### src/rtl/paddle_input.sv
// paddle_input: raw push-buttons to paddle Y positions and command pulses.
// Six buttons are synchronised and debounced. Up/down presses move two
// 11-bit paddle centres once per movement tick, bounded by the playfield
// walls for the current bat size. Serve/start presses become single-cycle
// pulses. Both paddles are held at the centre while the game is in START.
module paddle_input #(
  parameter int DEB_CYCLES = 250000,
  parameter int TICK_DIV   = 100000,
  parameter int STEP       = 2,
  parameter int Y_INIT     = 240
) (
  input  logic        clk,
  input  logic        rst_n,
  input  logic        p1_up,
  input  logic        p1_dn,
  input  logic        p2_up,
  input  logic        p2_dn,
  input  logic        serve_btn,
  input  logic        start_btn,
  input  logic        bat_size,
  input  logic        start_state,
  output logic [10:0] p1_y,
  output logic [10:0] p2_y,
  output logic        serve_p,
  output logic        start_p
);

  localparam int NBTN = 6;
  localparam int DW   = (DEB_CYCLES > 2) ? $clog2(DEB_CYCLES) : 1;
  localparam int TW   = (TICK_DIV > 2) ? $clog2(TICK_DIV) : 1;

  // Button bit positions inside the packed vectors below.
  localparam int B_P1_UP = 0;
  localparam int B_P1_DN = 1;
  localparam int B_P2_UP = 2;
  localparam int B_P2_DN = 3;
  localparam int B_SERVE = 4;
  localparam int B_START = 5;

  logic [NBTN-1:0] raw;
  logic [NBTN-1:0] s1;
  logic [NBTN-1:0] s2;
  logic [NBTN-1:0] stable;
  logic [DW-1:0]   deb_cnt [NBTN];
  logic [1:0]      stable_d;   // previous serve/start stable levels
  logic [TW-1:0]   tick_cnt;
  logic            tick;
  logic [11:0]     half;
  logic [11:0]     y_min;
  logic [11:0]     y_max;
  logic [10:0]     p1_y_next;
  logic [10:0]     p2_y_next;

  assign raw = {start_btn, serve_btn, p2_dn, p2_up, p1_dn, p1_up};

  // Two-flop synchroniser for every raw button.
  // NOTE: sequential state uses non-blocking assignments so every flop
  // samples the pre-edge values, giving a true s1 -> s2 shift.
  always_ff @(posedge clk or negedge rst_n) begin
    if (!rst_n) begin
      s1 <= '0;
      s2 <= '0;
    end else begin
      s1 <= raw;
      s2 <= s1;
    end
  end

  // Debouncer: stable follows s2 only after DEB_CYCLES disagreeing samples.
  // NOTE: the counter array is small and must start from zero after reset,
  // so every element is cleared in the reset branch rather than left as a
  // reset-less memory.
  always_ff @(posedge clk or negedge rst_n) begin
    if (!rst_n) begin
      stable <= '0;
      for (int i = 0; i < NBTN; i++) deb_cnt[i] <= '0;
    end else begin
      for (int i = 0; i < NBTN; i++) begin
        if (s2[i] == stable[i]) begin
          deb_cnt[i] <= '0;
        end else if (deb_cnt[i] == DW'(DEB_CYCLES - 1)) begin
          stable[i]  <= s2[i];
          deb_cnt[i] <= '0;
        end else begin
          deb_cnt[i] <= deb_cnt[i] + DW'(1);
        end
      end
    end
  end

  // Free-running movement tick divider.
  always_ff @(posedge clk or negedge rst_n) begin
    if (!rst_n) begin
      tick_cnt <= '0;
    end else if (tick) begin
      tick_cnt <= '0;
    end else begin
      tick_cnt <= tick_cnt + TW'(1);
    end
  end

  assign tick = (tick_cnt == TW'(TICK_DIV - 1));

  // Playfield limits for the current bat size.
  // NOTE: every always_comb output gets a default first so no path through
  // the block can leave it unassigned and infer a latch.
  always_comb begin
    half  = 12'd29;
    if (bat_size) half = 12'd19;
    y_min = 12'd30 + half;
    y_max = 12'd450 - half;
  end

  // One paddle step in 12-bit arithmetic: recentre, move, or re-clamp.
  function automatic logic [10:0] paddle_next(
    input logic [10:0] y,
    input logic        up,
    input logic        dn,
    input logic        tk,
    input logic        recentre,
    input logic [11:0] lo,
    input logic [11:0] hi
  );
    logic [11:0] y12;
    logic [11:0] t;
    y12 = {1'b0, y};
    t   = y12;
    if (recentre) begin
      t = 12'(Y_INIT);
    end else if (tk && up && !dn) begin
      t = y12 - 12'(STEP);
      if (t < lo) t = lo;
    end else if (tk && dn && !up) begin
      t = y12 + 12'(STEP);
      if (t > hi) t = hi;
    end else begin
      if (t < lo)      t = lo;
      else if (t > hi) t = hi;
    end
    return t[10:0];
  endfunction

  // Next paddle positions for both players.
  always_comb begin
    p1_y_next = paddle_next(p1_y, stable[B_P1_UP], stable[B_P1_DN], tick,
                            start_state, y_min, y_max);
    p2_y_next = paddle_next(p2_y, stable[B_P2_UP], stable[B_P2_DN], tick,
                            start_state, y_min, y_max);
  end

  // Paddle position registers.
  always_ff @(posedge clk or negedge rst_n) begin
    if (!rst_n) begin
      p1_y <= 11'(Y_INIT);
      p2_y <= 11'(Y_INIT);
    end else begin
      p1_y <= p1_y_next;
      p2_y <= p2_y_next;
    end
  end

  // Registered rising-edge pulses for serve and start.
  always_ff @(posedge clk or negedge rst_n) begin
    if (!rst_n) begin
      stable_d <= '0;
      serve_p  <= 1'b0;
      start_p  <= 1'b0;
    end else begin
      stable_d <= {stable[B_START], stable[B_SERVE]};
      serve_p  <= stable[B_SERVE] & ~stable_d[0];
      start_p  <= stable[B_START] & ~stable_d[1];
    end
  end

endmodule

### config.mk
export PLATFORM = sky130hd
export DESIGN_NAME = paddle_input
export DESIGN_NICKNAME = d
export VERILOG_FILES = /design/src/rtl/paddle_input.sv
export SDC_FILE = /design/constraint.sdc
export NUM_CORES = 1
export LEC_CHECK = 0
export ABC_CLOCK_PERIOD_IN_PS = 2800
export CAP_MARGIN = 20
export CORE_ASPECT_RATIO = 1.2
export CORE_MARGIN = 2
export CORE_UTILIZATION = 42
export CTS_BUF_LIST = sky130_fd_sc_hd__clkbuf_8
export CTS_CLUSTER_DIAMETER = 200
export DETAILED_ROUTE_END_ITERATION = 8
export HOLD_SLACK_MARGIN = 0.03
export PLACE_DENSITY = 0.67
export SLEW_MARGIN = 40
export SYNTH_ARGS = -nofsm -noshare
export SYNTH_HDL_FRONTEND = slang
export SYNTH_SLANG_ARGS = --single-unit
### constraint.sdc
create_clock -name clk -period 2.8 [get_ports clk]
set_clock_uncertainty 0.2 [all_clocks]
set_input_delay 0.56 -clock clk [delete_from_list [all_inputs] [get_ports clk]]
set_output_delay 0.56 -clock clk [all_outputs]
set_load 0.005 [all_outputs]
==> results of run 1 <==
[critical path: stages, from the launching register on]
cell and delay [ps]:
dfrtp_1 410, buf_6 120, buf_4 180, nand3_2 180, or3_1 450, nor3_1 230
o21ai_1 110, a21oi_2 200, clkdlybuf4s15_2 290, o21ai_0 90, a22o_1 200
[stage by stage]
stage | TNS [ps] | hold slack (ps) | instances
detailed placement | -8070 | 135 | 1373
CTS | 0 | 158 | 1411
global route | -164 | 162 | 1416
floorplan | 0 | 64.4 | 1021
global placement | -7580 | 134 | 1373
finish | 0 | 156 | 1416
[path summary, 6_finish.rpt]
| path | start | to | cells past startpoint |
|---|---|---|---|
| setup / recovery | p2_y[1]$_DFFE_PN0P_ | p2_y[1]$_DFFE_PN0P_ | 10 |
| hold / removal | s1[5]$_DFF_PN0_ | s2[5]$_DFF_PN0_ | 0 |
| setup reg to reg | p2_y[1]$_DFFE_PN0P_ | p2_y[1]$_DFFE_PN0P_ | 10 |
| hold reg to reg | s1[5]$_DFF_PN0_ | s2[5]$_DFF_PN0_ | 0 |
| max in group asynchronous | rst_n | deb_cnt[40]$_DFF_PN0_ | 3 |
| min in group asynchronous | rst_n | deb_cnt[62]$_DFF_PN0_ | 2 |
[cells in the mapped netlist (all sizes together), types with 12 or more instances]
| master | n | share of area |
|---|---|---|
| nor2 | 173 | 0.069 |
| dfrtp | 161 | 0.42 |
| nand3 | 72 | 0.038 |
| xnor2 | 67 | 0.062 |
| xor2 | 66 | 0.061 |
| nand2 | 60 | 0.024 |
| a21oi | 35 | 0.020 |
| nor3 | 35 | 0.020 |
| inv | 34 | 0.014 |
| ha | 27 | 0.036 |
| o21ai | 26 | 0.014 |
| and3 | 23 | 0.015 |
| buf | 21 | 0.012 |
| clkbuf | 21 | 0.0083 |
| or3 | 21 | 0.015 |
| nor4 | 13 | 0.0092 |
| nor4b | 12 | 0.014 |
[registers in the layout (all words and copies together), names as in the netlist, 2 cells and up]
register	count
tick_cnt	17
deb_cnt	108
p2_y	11
stable	6
stable_d	2
s1	6
s2	6
p1_y	11
[per-layer routing]
layer | vias up | part of all wire | GRT usage
met5 | - | 0 | 0
met4 | 0 | 0.025 | 0.0683
met3 | 40 | 0.032 | 0.0289
met1 | 3765 | 0.46 | 0.231
met2 | 142 | 0.49 | 0.294
li1 | 3749 | - | -
[where the power goes]
group	switching, µW	internal [µW]
registers	60.5	2500
clock network	983	740
logic	421	356
[cells by family after synthesis]
kind of cell / Yosys count / share of synthesized area
compound gates: 134 / 0.0962
xor+xnor: 133 / 0.123
fa+ha+maj: 27 / 0.0356
buf+inv: 76 / 0.0343
flops: 169 / 0.447
mux: 8 / 0.00909
simple gates: 474 / 0.256
[what timing repair did]
item,in CTS,in global routing
gates cloned,0,1
hold endpoints to repair,57,0
endpoints found under the setup margin,11,17
pin swaps,7,21
hold buffers,1,0
gates resized for setup,8,59
setup buffers,5,4
[final cells by class]
class / instances / area (µm²)
Timing Repair Buffer: 126 / 1090
Multi-Input combinational cell: 776 / 5230
Clock inverter: 15 / 156
Clock buffer: 17 / 234
Fill cell: 2028 / 10900
Tap cell: 279 / 349
Inverter: 34 / 135
Sequential cell: 169 / 4240
==> impl_metrics.toml, run 1 <==
[sta]
hold_viol_final = 0
rsz0062_at_grt = "true"
max_clock_freq_mhz = 361
fin_crit_ps = 2770
finalSetupViolCount = 0
drv_slew = 0
relSlewSlack = 0.556
fin_crit_sh = 0.989
worstMarginPinSlew_ps = 667
setup_ws_ps = 30.5

[job]
cap_violations = 0

[power_and_ir_drop]
total_power_uw = 5060
power_density_nw_per_um2 = 443
power_leakage_uw = 0.00485
ir_drop_v = 0.000266

[die]
ios = 34
fp.dieArea_um2 = 23800
fp.dieH_um = 169
num_rows = 60
die_x_um = 141
initial_core_util = 0.426
core_um2 = 22300

[place]
gp_congestion = 0.894
place_area_um2 = 10600
place.port_buffers = 33
post-dp-hpwl_um = 14400
dp_slack_ps = -533

[logic_synthesis]
syn_area_um2 = 9490
synth_edf_count = 0
synthArstFlopShare = 1.00
synth.distinct_cells = 76
syn_inst = 1021
yosysSeqAreaShare = 0.447
synthFlopType = "dfrtp_1"
ys_warn_count = 0
syn_avg_cell_area_um2 = 9.30
ys_seq_elements = 169
syn-num-nets = 1058

[layout]
nets = 1161
fin_util = 0.513
fin_area_um2 = 11400
num_antenna_cells = 0
area_delta_synth_final_pct = 20.4
final_common_cell = "nor2_1"
final_cell_mix = "nor2_1 (171), dfrtp_1 (159), buf_4 (83)"
drive_gt1_frac = 0.186

[critical_path]
ff2ff_setup_slack_ps = 30
critPathMaxFanout = 11
setup.worst_path.start_class = "flop"
crit_type = "flop to flop"
worstPathArrival_ps = 2920
endpoint_kind = "flop"
crit_required_ps = 2950

[global_routing]
grt-ovfl-total = 0
grt_pass1_vias = 7463
antenna_found_initial = 0
grt_use_total = 0.176
grt_pass1_wl_um = 35100
grt_max_degree = 65

[cts]
cts.reportedPaths.clkPinSlew_ps = 90
cts.sinks = 169
clkLatencyLatePin_ps = 460
cts_tree = "done"
cts_max_level = 4
root_buffer = "clkbuf_8"
cts_buffers = 17
clock_path_buffers = 2

[drt]
routed_wl_um = 20700
drc = 0
num_vias = 7696
viasPerCell = 5.44
dr.pass1.iters = 7
first_iter_violations = 447
routedWlPerCell_um = 14.6
ant_nets = 0

[worst_hold_path]
hold_class = "flop to flop"

[status]
outcome = "finished clean"
Power figures use the tool's default switching activity.
==> run 2: changes to the inputs <==
--- a/config.mk
+++ b/config.mk
@@ -10,3 +10,2 @@
 export CORE_ASPECT_RATIO = 1.2
-export CORE_MARGIN = 2
 export CORE_UTILIZATION = 42
--- a/constraint.sdc
+++ b/constraint.sdc
@@ -4,2 +4,2 @@
 set_output_delay 0.56 -clock clk [all_outputs]
-set_load 0.005 [all_outputs]
+set_load 0.02 [all_outputs]
==> impl_metrics.toml, run 2 (synthesized netlist as in run 1, its figures left out) <==
[worst_hold_path]
whs_endpoint = "s2[1]$_DFF_PN0_"
hold_path_depth = 0
min_from = "s1[1]$_DFF_PN0_"
hold_class = "flop to flop"

[global_routing]
grt_max_degree = 52
grt_pass1_vias = 7673
grt_pass1_wl_um = 35600
grt-ovfl-total = 0
antenna_found_initial = 0
grt_use_total = 0.185

[layout]
num_antenna_cells = 0
regMostFlops = "deb_cnt"
fin_area_um2 = 11500
final_cell_mix = "nor2_1 (170), dfrtp_1 (157), buf_4 (90)"
nets = 1168
largestRegisters = "deb_cnt: 108 flops, tick_cnt: 17 flops"
final_common_cell = "nor2_1"
area_delta_synth_final_pct = 20.9
drive_gt1_frac = 0.196
largest_reg_flops = 108

[cts]
cts_max_level = 4
clock_path_buffers = 2
cts_buffers = 17
cts_tree = "done"
root_buffer = "clkbuf_8"
cts.sinks = 169
cts.reportedPaths.clkPinSlew_ps = 90
clkLatencyLatePin_ps = 450

[power_and_ir_drop]
power_leakage_uw = 0.00486
ir_drop_v = 0.000361
power_density_nw_per_um2 = 436

[die]
fp.dieH_um = 167
fp.dieArea_um2 = 23200
core_um2 = 21900
num_rows = 59
initial_core_util = 0.433
ios = 34
die_x_um = 139

[drt]
routed-wl-met3_um = 698
dr.pass1.iters = 9
drc = 6
routed_wl_um = 20700
wl_met2_um = 10100
wl_met1_um = 9490
num_vias = 7722
first_iter_violations = 442
ant_nets = 0
viasPerCell = 5.45
top_layer = "met4"
routedWlPerCell_um = 14.6

[critical_path]
crit_type = "flop to flop"
timing.rr.start = "p1_y[1]$_DFFE_PN0P_"
r2r-end = "p1_y[4]$_DFFE_PN1P_"
max_stage_delay_ps = 540
critPathMaxFanout = 6
worstPathArrival_ps = 2960
ff2ff_setup_slack_ps = 30
r2r_cells = 9
setup.worst_path.start_class = "flop"
endpoint_kind = "flop"
crit_required_ps = 2990
path_cells = "ha_4, nand3_1, nor3_2, mux2i_2, or4b_4, a21oi_4, nor2_2, a211o_1, o21ai_2"
slowest_stage = "or4b_4"

[place]
place.port_buffers = 33
gp_congestion = 0.909
post-dp-hpwl_um = 14300
place_area_um2 = 10600
dp_slack_ps = -594

[job]
cap_violations = 0

[sta]
rsz0062_at_grt = "true"
drv_slew = 0
max_clock_freq_mhz = 361
fin_crit_sh = 0.989
hold_ws_ps = 153
fin_crit_ps = 2770
finalSetupViolCount = 0
hold_viol_final = 0
relSlewSlack = 0.576
setup_ws_ps = 30.5
setup_tns_ps = 0
worstMarginPinSlew_ps = 636

[status]
violations = "design-rule violations"
outcome = "finished, violations left"
## run 2: cell count changes in the layout (fill, tap and decap cells not counted), moves of 2 or more
| cell | change |
|---|---|
| a31oi_1 | +2 |
| a31oi_2 | -2 |
| buf_4 | +7 |
| clkinvlp_4 | +3 |
| dfrtp_1 | -2 |
| dfrtp_2 | +2 |
| ha_1 | -3 |
| ha_4 | +2 |
| nor4_2 | +2 |
| o21ai_1 | +2 |
## run 2: worst max-delay path by stage
stage / start / endpoint / depth (start not counted)
finish: p1_y[1]$_DFFE_PN0P_ / p1_y[4]$_DFFE_PN1P_ / 9
detailed placement: bat_size / p2_y[4]$_DFFE_PN1P_ / 13
CTS: p2_y[1]$_DFFE_PN0P_ / p2_y[0]$_DFFE_PN0P_ / 11
global route: p1_y[2]$_DFFE_PN0P_ / p1_y[3]$_DFFE_PN0P_ / 12
global placement: bat_size / p1_y[3]$_DFFE_PN0P_ / 12
floorplan: p2_y[1]$_DFFE_PN0P_ / p2_y[0]$_DFFE_PN0P_ / 11
## run 2: report_power, final
part | leakage, µW | total (µW) | internal, µW | switching [µW]
sequential | 0.00226 | 2560 | 2500 | 61.1
clock | 0.000183 | 1650 | 719 | 930
combinational | 0.00242 | 796 | 354 | 442
## run 2: metrics by stage
step | instances | utilization | total power, µW
after floorplan | 1021 | - | 2980
after global placement | 1366 | 0.484 | 3280
after detailed placement | 1366 | 0.484 | 3280
after CTS | 1410 | 0.508 | 4980
after global routing | 1418 | 0.524 | 5260
final | 1418 | 0.524 | 5000
## run 2: area by class of cell
cell class | count | area [µm²]
Clock buffer | 17 | 234
Clock inverter | 15 | 141
Fill cell | 1988 | 10400
Inverter | 34 | 140
Multi-Input combinational cell | 777 | 5250
Sequential cell | 169 | 4240
Tap cell | 274 | 343
Timing Repair Buffer | 132 | 1130
## run 2: critical path, delay by kind of cell, from the launching register on
kind / cells / cell delay (ps)
fa+ha+maj: 1 / 210
mux: 1 / 310
flops: 1 / 470
simple gates: 4 / 910
compound gates: 3 / 610
## run 2: timing repair
action                                 4_1_cts  5_1_grt
setup buffers                               10        8
pin swaps                                   11       26
resized for setup                           13       61
setup endpoints to repair                   14       19
cloned                                       1        0
hold buffers                                 1        0
endpoints found under the hold margin       47        0
## run 2: routing by layer
| metal | up-vias | track usage |
|---|---|---|
| met4 | 0 | 0.0667 |
| met1 | 3750 | 0.234 |
| met3 | 36 | 0.0345 |
| li1 | 3765 | - |
| met2 | 171 | 0.313 |
| met5 | - | 0 |
==> run 3: changes to the inputs <==
SETUP_SLACK_MARGIN = 0.2   (was unset)
==> impl_metrics.toml, run 3 (synthesized netlist as in run 1, its figures left out) <==
[power_and_ir_drop]
switching_share = 0.275
ir_drop_v = 0.000512
seqPwrFrac = 0.490
p_sw_uw = 1440
power.internal_uw = 3800
p_comb_frac = 0.162
power_density_nw_per_um2 = 445
power_leakage_uw = 0.00498
pwr-share-clk = 0.348

[global_routing]
grt_max_degree = 59
grt_use_total = 0.187
antenna_found_initial = 0
grt-ovfl-total = 0
grt_pass1_wl_um = 35500
grt_pass1_vias = 7519

[sta]
rsz0062_at_grt = "true"
fin_crit_sh = 0.986
hold_viol_final = 0
fin_crit_ps = 2760
max_clock_freq_mhz = 362
finalSetupViolCount = 0
relSlewSlack = 0.558
worstMarginPinSlew_ps = 662
hold_ws_ps = 154
drv_slew = 0

[cts]
clkLatencyLatePin_ps = 460
cts.reportedPaths.clkPinSlew_ps = 100
cts_buffers = 17
cts_tree = "done"
clock_path_buffers = 2
root_buffer = "clkbuf_8"
cts_max_level = 4
cts.sinks = 169

[critical_path]
setup.worst_path.start_class = "flop"
max_stage_delay_ps = 430
crit_type = "flop to flop"
endpoint_kind = "flop"
ff2ff_setup_slack_ps = 40
worstPathArrival_ps = 2970
slowest_stage = "dfrtp_2"
critPathMaxFanout = 6
crit_top_cell = "buf_6"
crit_required_ps = 3010
crit_buf_inv = 4
cp_top_family = "compound AO/OA/AOI/OAI gates"
path_cells = "buf_6, inv_6, ha_4, xnor2_2, inv_1, ha_1, o31a_1, o22a_1, o311a_4, buf_6, a22oi_1, a22o_1"

[layout]
area_delta_synth_final_pct = 24.1
regMostFlops = "deb_cnt"
largestRegisters = "deb_cnt: 108 flops, tick_cnt: 17 flops"
final_cell_mix = "nor2_1 (168), dfrtp_1 (156), buf_4 (92)"
nets = 1179
num_antenna_cells = 0
largest_reg_flops = 108
final_common_cell = "nor2_1"
drive_gt1_frac = 0.219
fillCellCount = 1932
fin_area_um2 = 11800

[die]
initial_core_util = 0.433
core_um2 = 21900
fp.dieH_um = 167
fp.dieArea_um2 = 23200
num_rows = 59
ios = 34
die_x_um = 139

[worst_hold_path]
hold_class = "flop to flop"

[place]
gp_congestion = 0.879
post-dp-hpwl_um = 14300
place_area_um2 = 10700
place.port_buffers = 33

[drt]
num_vias = 7686
viasPerCell = 5.38
wl_met2_um = 10500
first_iter_violations = 412
routed-wl-met3_um = 535
dr.pass1.iters = 9
wl_met1_um = 9700
ant_nets = 0
routedWlPerCell_um = 14.8
routed_wl_um = 21100
drc = 2
top_layer = "met4"

[status]
violations = "design-rule violations"
outcome = "finished, violations left"

[job]
cap_violations = 0
[run 3: cell count changes in the layout (fill, tap and decap cells not counted), moves of 3 or more]
| cell | previous run | this run |
|---|---|---|
| dlymetal6s2s_1 | 1 | 5 |
| nand2_1 | 59 | 56 |
| nand2_2 | 0 | 3 |
| clkdlybuf4s50_1 | 31 | 24 |
| a21oi_1 | 29 | 25 |
| buf_6 | 6 | 13 |
| buf_12 | 2 | 6 |
[run 3: repair_timing]
action / in CTS / in global routing
pin swaps: 37 / 31
cloned: 0 / 0
gates resized for setup: 31 / 48
hold buffers: 1 / 0
hold endpoints to repair: 54 / 0
setup endpoints to repair: 22 / 23
setup buffers: 25 / 12
[run 3: worst register-to-register path, cell delays in order (launching register included)]
cell	delay (ps)
dfrtp_2	430
buf_6	130
inv_6	30
ha_4	150
xnor2_2	160
inv_1	60
ha_1	260
o31a_1	100
o22a_1	240
o311a_4	420
buf_6	140
a22oi_1	220
a22o_1	150
[run 3: routing by layer]
metal  vias to the layer above  track usage
li1                       3792            -
met1                      3749        0.242
met2                       116        0.317
met3                        29       0.0285
met4                         0       0.0652
met5                         -            0
[run 3: final timing paths]
| kind | start | endpoint | cells after the start |
|---|---|---|---|
| max | p2_y[1]$_DFFE_PN0P_ | p2_y[3]$_DFFE_PN0P_ | 12 |
| max reg2reg | p2_y[1]$_DFFE_PN0P_ | p2_y[3]$_DFFE_PN0P_ | 12 |
| min | s1[0]$_DFF_PN0_ | s2[0]$_DFF_PN0_ | 0 |
| max in group asynchronous | rst_n | p1_y[5]$_DFFE_PN1P_ | 3 |
| min reg2reg | s1[0]$_DFF_PN0_ | s2[0]$_DFF_PN0_ | 0 |
| min in group asynchronous | rst_n | deb_cnt[25]$_DFF_PN0_ | 2 |
[run 3: area by class of cell]
type,instances,area (µm²),share of cell area
Multi-Input combinational cell,776,5340,0.453
Sequential cell,169,4250,0.361
Timing Repair Buffer,144,1290,0.110
Tap cell,274,343,0.0291
Clock buffer,18,248,0.0210
Clock inverter,14,170,0.0144
Inverter,34,141,0.0120
[run 3: stage by stage]
| step | std cells | TNS, ps | utilization | total power (µW) | setup slack, ps |
|---|---|---|---|---|---|
| after floorplan | 1021 | 0 | - | 3020 | 121 |
| after global placement | 1359 | -9020 | 0.488 | 3300 | -592 |
| after detailed placement | 1359 | -9920 | 0.488 | 3310 | -667 |
| after CTS | 1417 | 0 | 0.523 | 5220 | 88.9 |
| after global routing | 1429 | -214 | 0.537 | 5460 | -64.9 |
| final | 1429 | 0 | 0.537 | 5240 | 40.2 |
[run 3: power groups by stage]
stage / clock network (µW) / logic [µW] / registers [µW]
floorplan: 0 / 409 / 2620
detailed placement: 0 / 694 / 2610
CTS: 1880 / 771 / 2570
global placement: 0 / 689 / 2610
finish: 1820 / 851 / 2560
global route: 1970 / 922 / 2570
